`config.mk`:
```
export PLATFORM = sky130hd
export DESIGN_NAME = dog_rd_agen
export DESIGN_NICKNAME = d
export VERILOG_FILES = /design/src/rtl/dog_rd_agen.sv
export SDC_FILE = /design/constraint.sdc
export NUM_CORES = 1
export LEC_CHECK = 0
export ABC_CLOCK_PERIOD_IN_PS = 3400
export CAP_MARGIN = 10
export CORE_AREA = 2 2 91 93
export DETAILED_ROUTE_END_ITERATION = 10
export DIE_AREA = 0 0 93 95
export PLACE_DENSITY = 0.75
export SYNTH_ARGS = -nofsm -noshare
export SYNTH_HDL_FRONTEND = slang
export SYNTH_SLANG_ARGS = --single-unit
```
`constraint.sdc`:
```
create_clock -name clk -period 3.4 [get_ports clk]
set_input_delay 0.51 -clock clk [delete_from_list [all_inputs] [get_ports clk]]
set_output_delay 0.51 -clock clk [all_outputs]
set_load 0.05 [all_outputs]
```
`src/rtl/dog_rd_agen.sv`:
```
// Read-address generator for the separable DoG filter: a row-major horizontal pass over ram0,
// then a column-wise vertical pass, each line extended by PAD border pixels.
module dog_rd_agen #(
    parameter int unsigned XW  = 8,
    parameter int unsigned YW  = 8,
    parameter int unsigned PAD = 3,
    parameter int unsigned NCH = 2
) (
    input  logic                     clk,
    input  logic                     rst_n,
    input  logic                     start_i,
    input  logic [1:0]               mode_i,
    input  logic [1:0]               pass_en_i,
    input  logic                     rd_ready_i,
    output logic                     busy_o,
    output logic                     done_o,
    output logic                     h_rd_valid_o,
    output logic [XW+YW-1:0]         h_rd_addr_o,
    output logic [NCH-1:0]           v_rd_valid_o,
    output logic [NCH*(XW+YW)-1:0]   v_rd_addr_o,
    output logic                     pad_zero_o,
    output logic                     line_end_o,
    output logic                     pass_last_o
);

    localparam int unsigned AW     = XW + YW;
    localparam int unsigned MW     = (XW > YW) ? XW : YW;
    localparam int unsigned CW     = MW + 2;
    localparam int          Width  = 1 << XW;
    localparam int          Height = 1 << YW;

    typedef logic signed [CW-1:0] idx_t;

    localparam idx_t          IMin   = idx_t'(-int'(PAD));
    localparam idx_t          WLast  = idx_t'(Width - 1);
    localparam idx_t          HLast  = idx_t'(Height - 1);
    localparam idx_t          HIMax  = idx_t'(Width - 1 + int'(PAD));
    localparam idx_t          VIMax  = idx_t'(Height - 1 + int'(PAD));
    localparam logic [MW-1:0] HLLast = MW'(Height - 1);
    localparam logic [MW-1:0] VLLast = MW'(Width - 1);

    typedef enum logic [1:0] {StIdle, StHrun, StVrun, StFin} state_e;

    // Border resolution happens at full signed width; callers truncate afterwards.
    function automatic idx_t map_idx(input idx_t i, input idx_t last, input logic [1:0] md);
        idx_t r;
        r = i;
        if (i[CW-1]) begin
            r = (md == 2'd1 || md == 2'd2) ? '0 : -i;
        end else if (i > last) begin
            if (md == 2'd1)      r = last;
            else if (md == 2'd2) r = '0;
            else                 r = (last <<< 1) - i;
        end
        return r;
    endfunction

    state_e          state_q, state_d;
    idx_t            i_q, i_d;
    logic [MW-1:0]   l_q, l_d;
    logic [1:0]      mode_q, mode_d;
    logic [1:0]      pen_q, pen_d;
    logic            busy_q, busy_d;
    logic            done_q, done_d;
    logic            h_valid_q, h_valid_d;
    logic            v_valid_q, v_valid_d;
    logic [AW-1:0]   h_addr_q, h_addr_d;
    logic [AW-1:0]   v_addr_q, v_addr_d;
    logic            pad_zero_q, pad_zero_d;
    logic            line_end_q, line_end_d;
    logic            pass_last_q, pass_last_d;

    logic            accept;
    idx_t            last;
    idx_t            mapped;
    logic            out_of_range;
    logic            unused_mapped;

    always_comb begin
        state_d = state_q;
        i_d     = i_q;
        l_d     = l_q;
        mode_d  = mode_q;
        pen_d   = pen_q;
        accept  = (h_valid_q | v_valid_q) & rd_ready_i;

        unique case (state_q)
            StIdle: begin
                if (start_i) begin
                    mode_d = mode_i;
                    pen_d  = pass_en_i;
                    i_d    = IMin;
                    l_d    = '0;
                    if (pass_en_i[0])      state_d = StHrun;
                    else if (pass_en_i[1]) state_d = StVrun;
                    else                   state_d = StFin;
                end
            end
            StHrun: begin
                if (accept) begin
                    if (i_q == HIMax) begin
                        i_d = IMin;
                        if (l_q == HLLast) begin
                            l_d     = '0;
                            state_d = pen_q[1] ? StVrun : StFin;
                        end else begin
                            l_d = l_q + 1'b1;
                        end
                    end else begin
                        i_d = i_q + 1'b1;
                    end
                end
            end
            StVrun: begin
                if (accept) begin
                    if (i_q == VIMax) begin
                        i_d = IMin;
                        if (l_q == VLLast) begin
                            l_d     = '0;
                            state_d = StFin;
                        end else begin
                            l_d = l_q + 1'b1;
                        end
                    end else begin
                        i_d = i_q + 1'b1;
                    end
                end
            end
            StFin: begin
                // A run with no passes enters here straight from idle and needs a second cycle.
                state_d = done_q ? StIdle : StFin;
            end
            default: state_d = StIdle;
        endcase

        busy_d = (state_d == StHrun) || (state_d == StVrun);
        done_d = 1'b0;
        if (state_d == StFin) begin
            done_d = (state_q != StIdle);
            busy_d = !done_d;
        end

        h_valid_d    = (state_d == StHrun);
        v_valid_d    = (state_d == StVrun);
        last         = h_valid_d ? WLast : HLast;
        mapped       = map_idx(i_d, last, mode_d);
        out_of_range = i_d[CW-1] || (i_d > last);
        pad_zero_d   = (h_valid_d || v_valid_d) && (mode_d == 2'd2) && out_of_range;
        h_addr_d     = h_valid_d ? {l_d[YW-1:0], mapped[XW-1:0]} : '0;
        v_addr_d     = v_valid_d ? {mapped[YW-1:0], l_d[XW-1:0]} : '0;
        line_end_d   = h_valid_d ? (i_d == HIMax) : (v_valid_d ? (i_d == VIMax) : 1'b0);
        pass_last_d  = line_end_d && (h_valid_d ? (l_d == HLLast) : (l_d == VLLast));
    end

    assign unused_mapped = ^mapped;

    always_ff @(posedge clk or negedge rst_n) begin
        if (!rst_n) begin
            state_q     <= StIdle;
            i_q         <= '0;
            l_q         <= '0;
            mode_q      <= '0;
            pen_q       <= '0;
            busy_q      <= 1'b0;
            done_q      <= 1'b0;
            h_valid_q   <= 1'b0;
            v_valid_q   <= 1'b0;
            h_addr_q    <= '0;
            v_addr_q    <= '0;
            pad_zero_q  <= 1'b0;
            line_end_q  <= 1'b0;
            pass_last_q <= 1'b0;
        end else begin
            state_q     <= state_d;
            i_q         <= i_d;
            l_q         <= l_d;
            mode_q      <= mode_d;
            pen_q       <= pen_d;
            busy_q      <= busy_d;
            done_q      <= done_d;
            h_valid_q   <= h_valid_d;
            v_valid_q   <= v_valid_d;
            h_addr_q    <= h_addr_d;
            v_addr_q    <= v_addr_d;
            pad_zero_q  <= pad_zero_d;
            line_end_q  <= line_end_d;
            pass_last_q <= pass_last_d;
        end
    end

    assign busy_o       = busy_q;
    assign done_o       = done_q;
    assign h_rd_valid_o = h_valid_q;
    assign h_rd_addr_o  = h_addr_q;
    assign v_rd_valid_o = {NCH{v_valid_q}};
    assign v_rd_addr_o  = {NCH{v_addr_q}};
    assign pad_zero_o   = pad_zero_q;
    assign line_end_o   = line_end_q;
    assign pass_last_o  = pass_last_q;

endmodule

```
* After elaboration in Yosys (flattened, before gate mapping)
Index checks and enable logic that the tools add are counted.
** Word-level totals
- Bits in registers :: 63
- Bits of input ports :: 8
- Logic and storage cells :: 78
** Cells by class
- Add/sub/neg operators :: 4
- $lt $le $gt $ge :: 1
- Equal/unequal tests :: 12
- Muxes and demuxes :: 34
- Bitwise gates (word level) :: 2
- Reduce and logical (&&, ||, !) cells :: 11
** Operator list (number)
- 2-to-1 mux 8 bit :: 9
- 2-to-1 mux 16 bit :: 2
- 2-to-1 mux 10 bit :: 3
- 2-to-1 mux 2 bit :: 11
- == test 10 bit, second input constant :: 2
- case mux 10 bit (2 select lines) :: 1
- == test 8 bit, second input constant :: 2
- case mux 8 bit (2 select lines) :: 1
- adder 10 x 1 -> 10 bit, second input constant :: 1
- == test 2 bit, second input constant :: 5
- > comparator 10 x 9 -> 1 bit, second input constant :: 1
- adder 8 x 1 -> 8 bit, second input constant :: 1
- negator 8 bit :: 1
- case mux 2 bit (4 select lines) :: 1
- subtractor 2 x 8 -> 8 bit, first input constant :: 1
- == test 2 x 1 -> 1 bit, second input constant :: 3
- 2-to-1 mux 1 bit :: 6
- logical AND 1 bit :: 3
- logical OR 1 bit :: 3
- zero test 2 bit :: 1
- AND reduction 2 bit :: 1
- nonzero test 2 bit :: 1
- OR reduction 2 bit :: 1
- AND 1 bit :: 1
- other kinds (2) :: 2

* Longest topological paths before layout
- Depth in word-level cells :: 10
- Depth in mapped cells :: 14

* Worst setup path before layout
Ideal clock, no wire load.
- Kind :: register -> register
- Start point :: register i_q[0]
- End point :: register pass_last_q, in the netlist pass_last_o
- Library setup time :: 0.068 ns
- Arrival time :: 3.358 ns
- Required time :: 3.332 ns
- Setup slack :: -0.026 ns
- Stages on the path, launching flop included :: 15
- Buffers on the path :: 0
- Period minus slack after synthesis :: 3.426 ns
- Cells stage by stage :: dfrtp_1 inv_1 ha_1 or3b_1 nor4_1 and4_1 a21boi_0 o22ai_1 a22oi_1 inv_1 ha_1 o21ai_0 or3_1 nor4_1 and4_1
** Between the ends
- Cells in the longest elaborated chain, start to end :: 8
** RTL lines
- from (decl) :: line 59 : idx_t i_q, i_d;
- from (signal assigned) :: line 175 : i_q <= i_d;
- == test 10 bit (*) :: line 101, 116
- 2-to-1 mux 2 bit (on tied branches) :: line 116, 101
- 2-to-1 mux 2 bit (on tied branches) :: line 115, 100
- case mux 2 bit (4 select lines) (*) :: line 87 : unique case (state_q)
- via state_d[0] :: line 58 : state_e state_q, state_d;
- == test 2 bit (*) :: line 144 : v_valid_d = (state_d == StVrun);
- via v_valid_d :: line 66 : logic v_valid_q, v_valid_d;
- 2-to-1 mux 1 bit (*) (2 in series) :: line 151 : line_end_d = h_valid_d ? (i_d == HIMax) : (v_valid_d ? (i_d == VIMax) : 1'b0);
- via line_end_d :: line 70 : logic line_end_q, line_end_d;
- logical AND 1 bit (*) :: line 152 : pass_last_d = line_end_d && (h_valid_d ? (l_d == HLLast) : (l_d == VLLast));
- via pass_last_d :: line 71 : logic pass_last_q, pass_last_d;
- to (signal assigned) :: line 187 : pass_last_q <= pass_last_d;
- to (decl) :: line 71
The timed path passes the listed nets; every way through them passes the cells marked *.
A chain may end at the register's enable or synchronous reset.

* Worst setup path after layout
- Start point :: register i_q[0]
- End point :: register h_addr_q[7], in the netlist h_rd_addr_o[7]
** Between the ends
- Cells in the longest elaborated chain, start to end :: 10
** RTL lines
- adder 10 x 1 -> 10 bit or == test 10 bit (tied branches)
- 2-to-1 mux 10 bit (*) :: line 101, 116
- 2-to-1 mux 10 bit (*) :: line 115 : if (accept) begin
- case mux 10 bit (2 select lines) (*) :: line 87
- via i_d[2] :: line 59
- subtractor 2 x 8 -> 8 bit :: line 53 : else r = (last <<< 1) - i;
- 2-to-1 mux 8 bit :: line 52 : else if (md == 2'd2) r = '0;
- 2-to-1 mux 8 bit :: line 51 : if (md == 2'd1) r = last;
- 2-to-1 mux 8 bit :: line 50 : end else if (i > last) begin
- 2-to-1 mux 8 bit (*) :: line 48 : if (i[CW-1]) begin
- 2-to-1 mux 16 bit (*) :: line 149 : h_addr_d = h_valid_d ? {l_d[YW-1:0], mapped[XW-1:0]} : '0;
- via h_addr_d[7] :: line 67 : logic [AW-1:0] h_addr_q, h_addr_d;
- to (signal assigned) :: line 183 : h_addr_q <= h_addr_d;
- to (decl) :: line 67
Marks and branches as above.

==> impl_metrics.tcl <==
set metrics [dict create \
    status "completed" \
    rrSetupSlack_ns 0.19 \
    vias 3327 \
    place_congestion 0.914 \
    vias_per_cell 5.76 \
    remaining_drc_errors 0 \
    reg2reg_to "h_rd_addr_o[7]" \
    reg2reg_from "i_q[0]" \
    grt.total_usage 0.246 \
    cts.sink_count 62 \
    critPathSlowestCell "or4_4" \
    hold_violations 0 \
    setup_viol 0 \
    fmax_mhz 311 \
    cp-start-kind "register" \
    die_w_um 93 \
    maxCapViolCount 0 \
    path_clk_slew_ns 0.08 \
    p_comb_frac 0.650 \
    wl_um 10200 \
    slew_violations 0 \
    arrival_ns 3.43 \
    net-switching-power_uw 2600 \
    syn_inst 391 \
    synth_xor_area_frac 0.00961 \
    switching_share 0.495 \
    finalCritPeriodShare 0.945 \
    regArea_um2 1550 \
    place_area_um2 4470 \
    synth_edf_count 0 \
    worst-path-buf-inv 1 \
    powerDensity_nw_per_um2 1100 \
    power.internal_uw 2650 \
    end_kind "register" \
    syn_nets 416 \
    synthToLayoutAreaGrowth_pct 30.4 \
    slew_headroom 0.307 \
    clk_latency_ns 0.35 \
    synth-seq-cells 62 \
    core-area_um2 7930 \
    hp-class "input port to asynchronous set/reset pin" \
    cts_tree "yes" \
    cts_buffer_depth 2 \
    synth-simple-area-share 0.200 \
    multi_input_area_um2 1820 \
    antennaDiodeCount 0 \
    drive_gt1_frac 0.148 \
    grt_max_degree 48 \
    ir_drop_mv 0.704 \
    ant_nets 0 \
    power.leakage_uw 0.00212 \
    num_io_pins 64 \
    rr_worst_depth 9 \
    fillers 699 \
    synth_area_um2 3640 \
    synthFlopType "dfrtp_1" \
    nNetsFinal 493 \
    min_period_ns 3.21 \
    cp.required_ns 3.61 \
    synth-compound-area-share 0.205 \
    dp.cells 562 \
    die_h_um 95 \
    final_cell_area_um2 4750 \
    stdcell_count 578 \
    cts_setup_buffers 0 \
    grt_pass1_vias 3398 \
    cpPeakStageDelay_ns 0.65 \
    drt_first_pass_iters 5 \
    cts_root_buf "clkbuf_8" \
    async_flop_share 1.00 \
    start_util 0.460 \
    num_rows 33 \
    seq_power_share 0.193 \
    drtIter0Drc 154 \
    fp.dieArea_um2 8840 \
    cts_buffers 9 \
    dp_hpwl_um 7660 \
    final_cell_mix "dfrtp_1, clkdlybuf4s50_1, nor2_1, buf_4, inv_1" \
    seq_area_frac_synth 0.426 \
    cp_top_family "simple AND/OR/NAND/NOR gates" \
    path_max_fanout 10 \
    synthAdderAreaFrac 0.0584 \
    routedWlPerCell_um 17.7 \
    grt_overflow_total 0 \
    synth.area.mux_share 0.0172 \
    grt_pass1_wl_um 16800 \
    skew_ns 0.00636 \
    synth_top_family_by_area "compound AO/OA/AOI/OAI gates" \
    synth_cell_types 67 \
    io_buffers 63 \
    yosys_warnings 0 \
    cts_max_level 3 \
    syn_area_per_cell_um2 9.32 \
    worst_pin_slew_ns 1.04 \
    pwr-share-clk 0.157 \
    cp_cell_sequence "inv_1 > ha_1 > or3b_4 > or4_4 > o221ai_4 > nand3_4 > a2111oi_2 > mux2i_1 > a211oi_1" \
    worst-setup-path-type "register to register" \
    antenna_found_initial 0 \
]
==> per-layer routing <==
layer / GRT usage / part of all wire
met5: 0 / 0
met4: 0.116 / 0.030
met3: 0.0479 / 0.055
met2: 0.415 / 0.50
met1: 0.305 / 0.41
==> state kept, by name (all words and copies together) (netlist names) <==
signal / cells
v_addr_q: 16
pen_q: 1
l_q: 8
i_q: 10
mode_q: 2
pad_zero_o: 1
pass_last_o: 1
h_rd_valid_o: 1
busy_o: 1
h_rd_addr_o: 16
done_o: 1
state_q: 2
line_end_o: 1
v_valid_q: 1
==> worst reg2reg max path, delay by kind of cell (launching register included) <==
| family | cells | cell delay (ns) |
|---|---|---|
| flops | 1 | 0.38 |
| fa+ha+maj | 1 | 0.14 |
| compound gates | 3 | 0.91 |
| simple gates | 3 | 1.24 |
| mux | 1 | 0.33 |
| buf+inv | 1 | 0.08 |
==> how the worst max path moves through the flow <==
stage	end	startpoint	slack [ns]	cells after the start
floorplan	pass_last_o	i_q[0]	0.16	14
global placement	h_rd_addr_o[7]	start_i	0.14	8
global route	pass_last_o	i_q[0]	-0.004	15
finish	h_rd_addr_o[7]	i_q[0]	0.19	9
CTS	pass_last_o	i_q[0]	0.07	15
detailed placement	pass_last_o	rd_ready_i	0.07	14
==> cell usage after synthesis, types with 5 or more instances <==
cell	instances	area, um2
a21oi_1	18	90.1
a211oi_1	5	37.5
nand3_1	8	40.0
nor4_1	13	81.3
nor3_1	11	55.1
inv_1	31	116
nand2_1	27	101
or3_1	5	31.3
o21ai_0	22	110
dfrtp_1	62	1550
clkbuf_1	11	41.3
o21a_1	6	45.0
ha_1	17	213
nor2_1	40	150
buf_4	18	135
and2_1	12	75.1
==> layout make-up <==
class	count	share of cell area
multi-input cells	267	0.383
inverters	31	0.0245
repair buffers	97	0.185
flip-flops and latches	62	0.326
clock buffers	9	0.0261
clock inverters	7	0.0268
well taps	105	0.0276
==> timing repair <==
item	in CTS	in global routing
setup endpoints to repair	0	14
hold buffers	0	0
gates resized for setup	0	8
==> power groups by stage <==
stage	sequential, uW	clock, uW	combinational, uW
2_1_floorplan	1220	0	2040
3_3_place_gp	1020	0	3270
3_5_place_dp	1020	0	3310
4_1_cts	1010	840	3340
5_1_grt	1030	874	3720
6_report	1010	825	3410
==> logic make-up after synthesis <==
kind of cell / after synthesis
and+or+nand+nor: 140
AOI/OAI and AO/OA: 100
buffers and inverters: 62
DFF: 62
adders and majority gates: 17
muxes: 6
xor gates and xnor gates: 4
==> stage by stage <==
| step | worst slack [ns] | total power, uW | utilization | hold WS, ns | setup TNS (ns) |
|---|---|---|---|---|---|
| CTS | 0.0677 | 5190 | 0.596 | 0.382 | 0 |
| global route | -0.00354 | 5630 | 0.600 | 0.423 | -0.00354 |
| global placement | 0.135 | 4300 | 0.564 | 0.502 | 0 |
| finish | 0.187 | 5250 | 0.600 | 0.346 | 0 |
| detailed placement | 0.0652 | 4340 | 0.564 | 0.496 | 0 |
| floorplan | 0.159 | 3260 | - | 0.214 | 0 |
Note: power is estimated with default switching activity, not from simulation.
